**src/rtl/controller_poller.sv**
```systemverilog
// rtl/controller_poller.sv - serial poller for two NES-style controller ports
// Optional sticky newly-pressed flags are enabled by CONTROLLER_POLLER_PRESSED_EN.
module controller_poller #(
  parameter int unsigned TICK_DIV    = 6,
  parameter int unsigned LATCH_TICKS = 2
) (
  input  logic       clk_12_5875,
  input  logic       rst_B,
  input  logic       start,
  input  logic       controller_1_data_in_B,
  input  logic       controller_2_data_in_B,
`ifdef CONTROLLER_POLLER_PRESSED_EN
  input  logic       pressed_clear,
  output logic [7:0] pressed_1,
  output logic [7:0] pressed_2,
`endif
  output logic       controller_clk,
  output logic       controller_latch,
  output logic [7:0] buttons_1,
  output logic [7:0] buttons_2,
  output logic       busy,
  output logic       done
);

  localparam logic [7:0] TICK_LAST  = 8'(TICK_DIV - 1);
  localparam logic [3:0] LATCH_LAST = 4'(LATCH_TICKS - 1);

  typedef enum logic [2:0] {
    IDLE  = 3'd0,
    LATCH = 3'd1,
    LOW   = 3'd2,
    HIGH  = 3'd3,
    DONE  = 3'd4
  } state_t;

  state_t     state_q, state_d;
  logic [7:0] tick_q, tick_d;
  logic [3:0] lat_q, lat_d;
  logic [2:0] bit_q, bit_d;
  logic [7:0] sr1_q, sr1_d;
  logic [7:0] sr2_q, sr2_d;
  logic [7:0] btn1_q, btn1_d;
  logic [7:0] btn2_q, btn2_d;
  logic       cclk_q, cclk_d;
  logic       clat_q, clat_d;
  logic       busy_q, busy_d;
  logic       done_q, done_d;
  logic       tick_end;
`ifdef CONTROLLER_POLLER_PRESSED_EN
  logic [7:0] pr1_q, pr1_d;
  logic [7:0] pr2_q, pr2_d;
`endif

  assign tick_end = (tick_q == TICK_LAST);

  always_comb begin
    state_d = state_q;
    tick_d  = tick_end ? 8'd0 : tick_q + 8'd1;
    lat_d   = lat_q;
    bit_d   = bit_q;
    sr1_d   = sr1_q;
    sr2_d   = sr2_q;
    btn1_d  = btn1_q;
    btn2_d  = btn2_q;
`ifdef CONTROLLER_POLLER_PRESSED_EN
    // Clear first so an edge landing in the same cycle still gets recorded.
    pr1_d   = pressed_clear ? 8'h00 : pr1_q;
    pr2_d   = pressed_clear ? 8'h00 : pr2_q;
`endif
    case (state_q)
      IDLE: begin
        tick_d = 8'd0;
        if (start) begin
          state_d = LATCH;
          bit_d   = 3'd0;
          lat_d   = 4'd0;
        end
      end
      LATCH: begin
        if (tick_end) begin
          if (lat_q == LATCH_LAST) state_d = LOW;
          else                     lat_d   = lat_q + 4'd1;
        end
      end
      LOW: begin
        if (tick_end) begin
          sr1_d[3'd7 - bit_q] = ~controller_1_data_in_B;
          sr2_d[3'd7 - bit_q] = ~controller_2_data_in_B;
          state_d             = HIGH;
        end
      end
      HIGH: begin
        if (tick_end) begin
          if (bit_q == 3'd7) begin
            state_d = DONE;
            btn1_d  = sr1_q;
            btn2_d  = sr2_q;
`ifdef CONTROLLER_POLLER_PRESSED_EN
            pr1_d   = pr1_d | (sr1_q & ~btn1_q);
            pr2_d   = pr2_d | (sr2_q & ~btn2_q);
`endif
          end else begin
            bit_d   = bit_q + 3'd1;
            state_d = LOW;
          end
        end
      end
      DONE: begin
        tick_d  = 8'd0;
        state_d = IDLE;
      end
      default: begin
        tick_d  = 8'd0;
        state_d = IDLE;
      end
    endcase

    // Pad-facing strobes are registered from the next state so they never glitch.
    cclk_d = (state_d != LOW);
    clat_d = (state_d == LATCH);
    busy_d = (state_d != IDLE);
    done_d = (state_d == DONE);
  end

  always_ff @(posedge clk_12_5875 or negedge rst_B) begin
    if (!rst_B) begin
      state_q <= IDLE;
      tick_q  <= 8'd0;
      lat_q   <= 4'd0;
      bit_q   <= 3'd0;
      sr1_q   <= 8'h00;
      sr2_q   <= 8'h00;
      btn1_q  <= 8'h00;
      btn2_q  <= 8'h00;
      cclk_q  <= 1'b1;
      clat_q  <= 1'b0;
      busy_q  <= 1'b0;
      done_q  <= 1'b0;
`ifdef CONTROLLER_POLLER_PRESSED_EN
      pr1_q   <= 8'h00;
      pr2_q   <= 8'h00;
`endif
    end else begin
      state_q <= state_d;
      tick_q  <= tick_d;
      lat_q   <= lat_d;
      bit_q   <= bit_d;
      sr1_q   <= sr1_d;
      sr2_q   <= sr2_d;
      btn1_q  <= btn1_d;
      btn2_q  <= btn2_d;
      cclk_q  <= cclk_d;
      clat_q  <= clat_d;
      busy_q  <= busy_d;
      done_q  <= done_d;
`ifdef CONTROLLER_POLLER_PRESSED_EN
      pr1_q   <= pr1_d;
      pr2_q   <= pr2_d;
`endif
    end
  end

  assign controller_clk   = cclk_q;
  assign controller_latch = clat_q;
  assign busy             = busy_q;
  assign done             = done_q;
  assign buttons_1        = btn1_q;
  assign buttons_2        = btn2_q;
`ifdef CONTROLLER_POLLER_PRESSED_EN
  assign pressed_1        = pr1_q;
  assign pressed_2        = pr2_q;
`endif

endmodule

```
**config.mk**
```make
export PLATFORM = sky130hd
export DESIGN_NAME = controller_poller
export DESIGN_NICKNAME = d
export VERILOG_FILES = /design/src/rtl/controller_poller.sv
export SDC_FILE = /design/constraint.sdc
export NUM_CORES = 1
export LEC_CHECK = 0
export ABC_AREA = 0
export CAP_MARGIN = 10
export CORE_ASPECT_RATIO = 1.4
export CORE_MARGIN = 5
export CORE_UTILIZATION = 45
export CTS_CLUSTER_SIZE = 30
export DETAILED_ROUTE_END_ITERATION = 6
export PLACE_DENSITY = 0.75
export SYNTH_ARGS = -nofsm -noshare
export SYNTH_HDL_FRONTEND = slang
export SYNTH_SLANG_ARGS = --single-unit
```
**constraint.sdc**
```tcl
create_clock -name clk_12_5875 -period 3.06 [get_ports clk_12_5875]
set_input_delay 0.612 -clock clk_12_5875 [delete_from_list [all_inputs] [get_ports clk_12_5875]]
set_output_delay 0.612 -clock clk_12_5875 [all_outputs]
set_load 0.01 [all_outputs]
```
# After elaboration in Yosys (flattened, before gate mapping)

Cells that the tools add are included.

Bits in registers: 54
Latch bits: 0
Bits in writable memories: 0
Memory bits (read-only): 0
Logic and storage cells: 65
Memories kept: 0

$add $sub $neg: 4
Multipliers: 0
Div/mod/pow operators: 0
Magnitude comparators: 2
Equality and inequality tests: 14
Shift-type cells: 0
Muxes and demuxes: 21
Bitwise operators: 2
Reduce and logical (&&, ||, !) cells: 10

Operator list:

| operator                                                                            | count |
|---|---|
| 3-bit 2-to-1 mux                                                                    | 9 |
| 8-bit bitwise mux                                                                   | 2 |
| 8-bit 2-to-1 mux                                                                    | 2 |
| 4-bit 2-to-1 mux                                                                    | 3 |
| 3-bit case mux with 4 select lines                                                  | 1 |
| 2-bit inequality test, second input constant                                        | 5 |
| 8-bit by 1-bit adder with 8-bit output, second input constant                       | 1 |
| 8-bit by 3-bit == test with 1-bit output, second input constant                     | 1 |
| 4-bit case mux with 2 select lines                                                  | 1 |
| 4-bit AND reduction                                                                 | 2 |
| 3-bit by 1-bit == test with 1-bit output, second input constant                     | 2 |
| 3-bit by 2-bit == test with 1-bit output, second input constant                     | 2 |
| 3-bit == test, second input constant                                                | 2 |
| 3-bit case mux with 2 select lines                                                  | 1 |
| 4-bit by 1-bit adder with 4-bit output, second input constant                       | 1 |
| 4-bit by 1-bit == test with 1-bit output, second input constant                     | 1 |
| 3-bit by 4-bit < comparator with 1-bit output, second input constant                | 1 |
| 2-bit nonzero test                                                                  | 2 |
| 3-bit by 1-bit adder with 3-bit output, second input constant                       | 1 |
| 1-bit demux with 3-bit select                                                       | 1 |
| 3-bit by 1-bit greater-or-equal comparator with 1-bit output, second input constant | 1 |
| 3-bit logical NOT                                                                   | 1 |
| 3-bit by 2-bit inequality test with 1-bit output, second input constant             | 1 |
| 3-bit AND reduction                                                                 | 1 |
| 7 further kinds                                                                     | 8 |

# Depth between registers and ports, before layout

Depth in word-level cells: 6
Mapped depth: 8
Gate-level depth less buffers: 6

# Worst setup path after synthesis

No wires, ideal clock.

Path type: reg-to-reg
From: reg tick_q[1]
To: reg bit_q[0]
Setup time: 0.122 ns
Data arrival time: 1.993 ns
Data required time: 2.938 ns
Path slack: 0.946 ns
Stages on the path, launching flop included: 8
Clock period less this slack: 2.114 ns
Cells stage by stage: dfrtp_1 > inv_1 > ha_1 > nor3b_1 > and2_2 > clkbuf_1 > mux2_2 > a32o_1

Longest elaborated chain between the ends: 3

Ends and longest elaborated chain:

| item                                     | line | RTL |
|---|---|---|
| start, declared                          | 37   | `logic [7:0] tick_q, tick_d;` |
| start signal, assigned                   | 145  | `tick_q <= tick_d;` |
| 8-bit by 3-bit == test with 1-bit output | 54   | `assign tick_end = (tick_q == TICK_LAST);` |
| 2-bit inequality test (no line)          | -    |  |
| 4-bit AND reduction (no line)            | -    |  |
| end signal, assigned                     | 147  | `bit_q <= bit_d;` |
| end, declared                            | 39   | `logic [2:0] bit_q, bit_d;` |

No other way between the ends.
A chain may end at the register's enable or synchronous reset.

# Final worst setup path

From: reg tick_q[6]
To: reg btn2_q[4], in the netlist buttons_2[4]

Longest elaborated chain between the ends: 2

Ends and longest elaborated chain:

| item                                     | line | RTL |
|---|---|---|
| 8-bit by 3-bit == test with 1-bit output | 54   |  |
| 3-bit AND reduction (no line)            | -    |  |
| end signal, assigned                     | 151  | `btn2_q <= btn2_d;` |
| end, declared                            | 43   | `logic [7:0] btn2_q, btn2_d;` |

No other way between the ends.

==> flow_summary.json <==
{
  "ys_seq_area_share_pct": 52.7,
  "layout-drive-gt1-share_pct": 17.1,
  "synth_area_leader_cell": "dfrtp_1",
  "grt_pass1_wl_mm": 7.98,
  "antenna_found_initial": 0,
  "cpLargestDelayFamily": "simple AND/OR/NAND/NOR gates",
  "total_power_uw": 1970,
  "syn_area_um2": 2570,
  "worst_slack_ps": 646,
  "grt_pass1_vias": 1714,
  "synth_cells": 218,
  "tns_ps": 0,
  "synth_ff_type": "dfrtp_1",
  "portBuffers": 24,
  "die_h_um": 99.4,
  "report.final.slew_viol_count": 0,
  "cp_cell_sequence": "nor4b_4 > nand2_4 > or3_1 > mux2_4",
  "diodes": 0,
  "post-route-util_pct": 53.0,
  "viasPerCell": 5.29,
  "rr_startpoint": "tick_q[6]",
  "r2r_setup_slack_ps": 650,
  "synth_area_leaders": "dfrtp_1, mux2i_1, mux2_4",
  "boundaryPins": 25,
  "async_flop_share_pct": 100,
  "synth_most_common_cell": "dfrtp_1",
  "ant_nets": 0,
  "postPlaceCellArea_um2": 2840,
  "grt_max_degree": 34,
  "ys_top_cells_by_count": "dfrtp_1, inv_1, mux2i_1, nor2_1, nand3_1",
  "clock-sinks": 54,
  "first_pass_iters": 4,
  "die_w_um": 73.9,
  "dp_hpwl_mm": 3.40,
  "period_share_pct": 78.9,
  "num_vias": 1630,
  "overflow": 0,
  "syn2layout_area_growth_pct": 14.0,
  "start_kind": "flip-flop",
  "cts.clk_slew.worst_paths_ps": 100,
  "initial_utilization_pct": 46.5,
  "syn_area_per_cell_um2": 11.8,
  "fmax_ghz": 0.414,
  "cts-hold-fix-buffers": 0,
  "worstSkewPairLatency_ps": 310,
  "ys_seq_elements": 54,
  "power_density_nw_per_um2": 671,
  "cp.required_ps": 3260,
  "rr_worst_depth": 4,
  "fin_crit_ps": 2410,
  "ys_warn_count": 0,
  "cts_buffers": 5,
  "synth_cell_types": 48,
  "grt_setup_unrepaired": "false",
  "post_cts_resized": 0,
  "r2r-end": "buttons_2[4]",
  "synth_edf_count": 0,
  "fin_area_um2": 2930,
  "finClkSkew_ps": 7.91,
  "gp_congestion": 0.745,
  "drt_iter0_drc": 58,
  "cts_tree": "yes",
  "setup.worst_path.end": "buttons_2[4]",
  "clockBufferDepth": 2,
  "finalHoldViolations": 0,
  "fill_cells": 496,
  "rows": 32,
  "post_cts_buffers": 0,
  "dp_slack_ps": 633,
  "setup_violations": 0,
  "grt_usage_pct": 13.7,
  "peakVddDrop_mv": 0.306,
  "critPathCaptureType": "flip-flop",
  "wl_per_cell_um": 14.7,
  "path_depth": 4,
  "hold_class": "input port to asynchronous set/reset pin",
  "die-area_um2": 7340,
  "nets": 250,
  "worst_pin_slew_ps": 847,
  "synth_nets": 229,
  "core-area_um2": 5530,
  "p_leak_uw": 0.00139,
  "cts_root_buf": "clkbuf_8",
  "worstPathBufferInverterCount": 0,
  "synth_top_area_share_pct": 51.6,
  "drc_errors": 0,
  "cts_max_level": 2,
  "crit_arrival_ps": 2620,
  "critPathSlowestCell": "or3_1",
  "wirelength_mm": 4.52,
  "crit_start": "tick_q[6]",
  "status": "finished, final reports clean",
  "worst_path_largest_cell_delay_ps": 740,
  "cp_max_fo": 16,
  "drv_cap": 0,
  "relSlewSlack_pct": 43.5,
  "crit_type": "flip-flop to flip-flop"
}
[cells in the final DEF, fill, tap and decap left out, types with 5 or more instances in the layout]
cell	synthesis	routed
nand3_1	14	14
clkbuf_8	0	5
nor2_1	15	15
mux2i_1	16	16
o21ai_0	5	5
clkdlybuf4s50_1	0	23
mux2_4	10	10
dfrtp_1	53	53
ha_1	6	6
inv_1	20	20
xor2_1	5	5
mux2_2	7	7
[logic make-up (layout without fill, tap and decap cells)]
| family | after synthesis | after routing | synth area share, % |
|---|---|---|---|
| AOI/OAI and AO/OA | 24 | 24 | 6.48 |
| xor gates and xnor gates | 6 | 6 | 2.05 |
| adders and majority gates | 6 | 6 | 2.92 |
| buffers and inverters | 32 | 54 | 5.60 |
| DFF | 54 | 54 | 52.7 |
| muxes | 33 | 33 | 15.1 |
| and+or+nand+nor | 63 | 63 | 15.1 |
[final cells by class]
cell class / instances / area [µm²] / share of cell area [%]
multi-input cells: 132 / 1070 / 36.6
inverters: 20 / 75.1 / 2.56
clock inverters: 3 / 25.0 / 0.854
flip-flops and latches: 54 / 1350 / 46.2
well taps: 68 / 85.1 / 2.90
clock buffers: 5 / 68.8 / 2.35
repair buffers: 26 / 250 / 8.54
[worst reg2reg max path, cell delays in order, from the launching register on]
cell,delay (ps)
dfrtp_1,440
nor4b_4,550
nand2_4,150
or3_1,740
mux2_4,440
[layer usage]
layer  vias up  GRT usage [%]  wire length, µm
met5         -              0                0
met4         0           5.58               84
met3         8           2.43              167
met2        30           23.8             2380
met1       797           16.4             1890
li1        795              -                -
[metrics by stage]
stage	cells	hold slack [ps]
finish	308	258
global route	308	288
CTS	308	274
detailed placement	300	495
global placement	300	489
floorplan	218	316
[worst min-delay path by stage]
| stage | endpoint | cells after the start |
|---|---|---|
| global placement | buttons_2[0] | 1 |
| finish | buttons_1[5] | 1 |
| detailed placement | buttons_1[5] | 1 |
| global route | buttons_1[5] | 1 |
| CTS | buttons_1[5] | 1 |
| floorplan | bit_q[0] | 0 |
[flip-flops by register name (all words and copies together), names as in the netlist]
register	cells
sr1_q	8
controller_clk	1
buttons_1	8
sr2_q	8
done	1
bit_q	3
controller_latch	1
busy	1
buttons_2	8
state_q	3
tick_q	8
lat_q	4
[power breakdown]
group	switching, µW	leakage (µW)	internal, µW
Sequential	130	0.000647	830
Clock	240	0.0000447	166
Combinational	320	0.000700	281
Total	690	0.00139	1280
(Power assumes the default switching activity.)
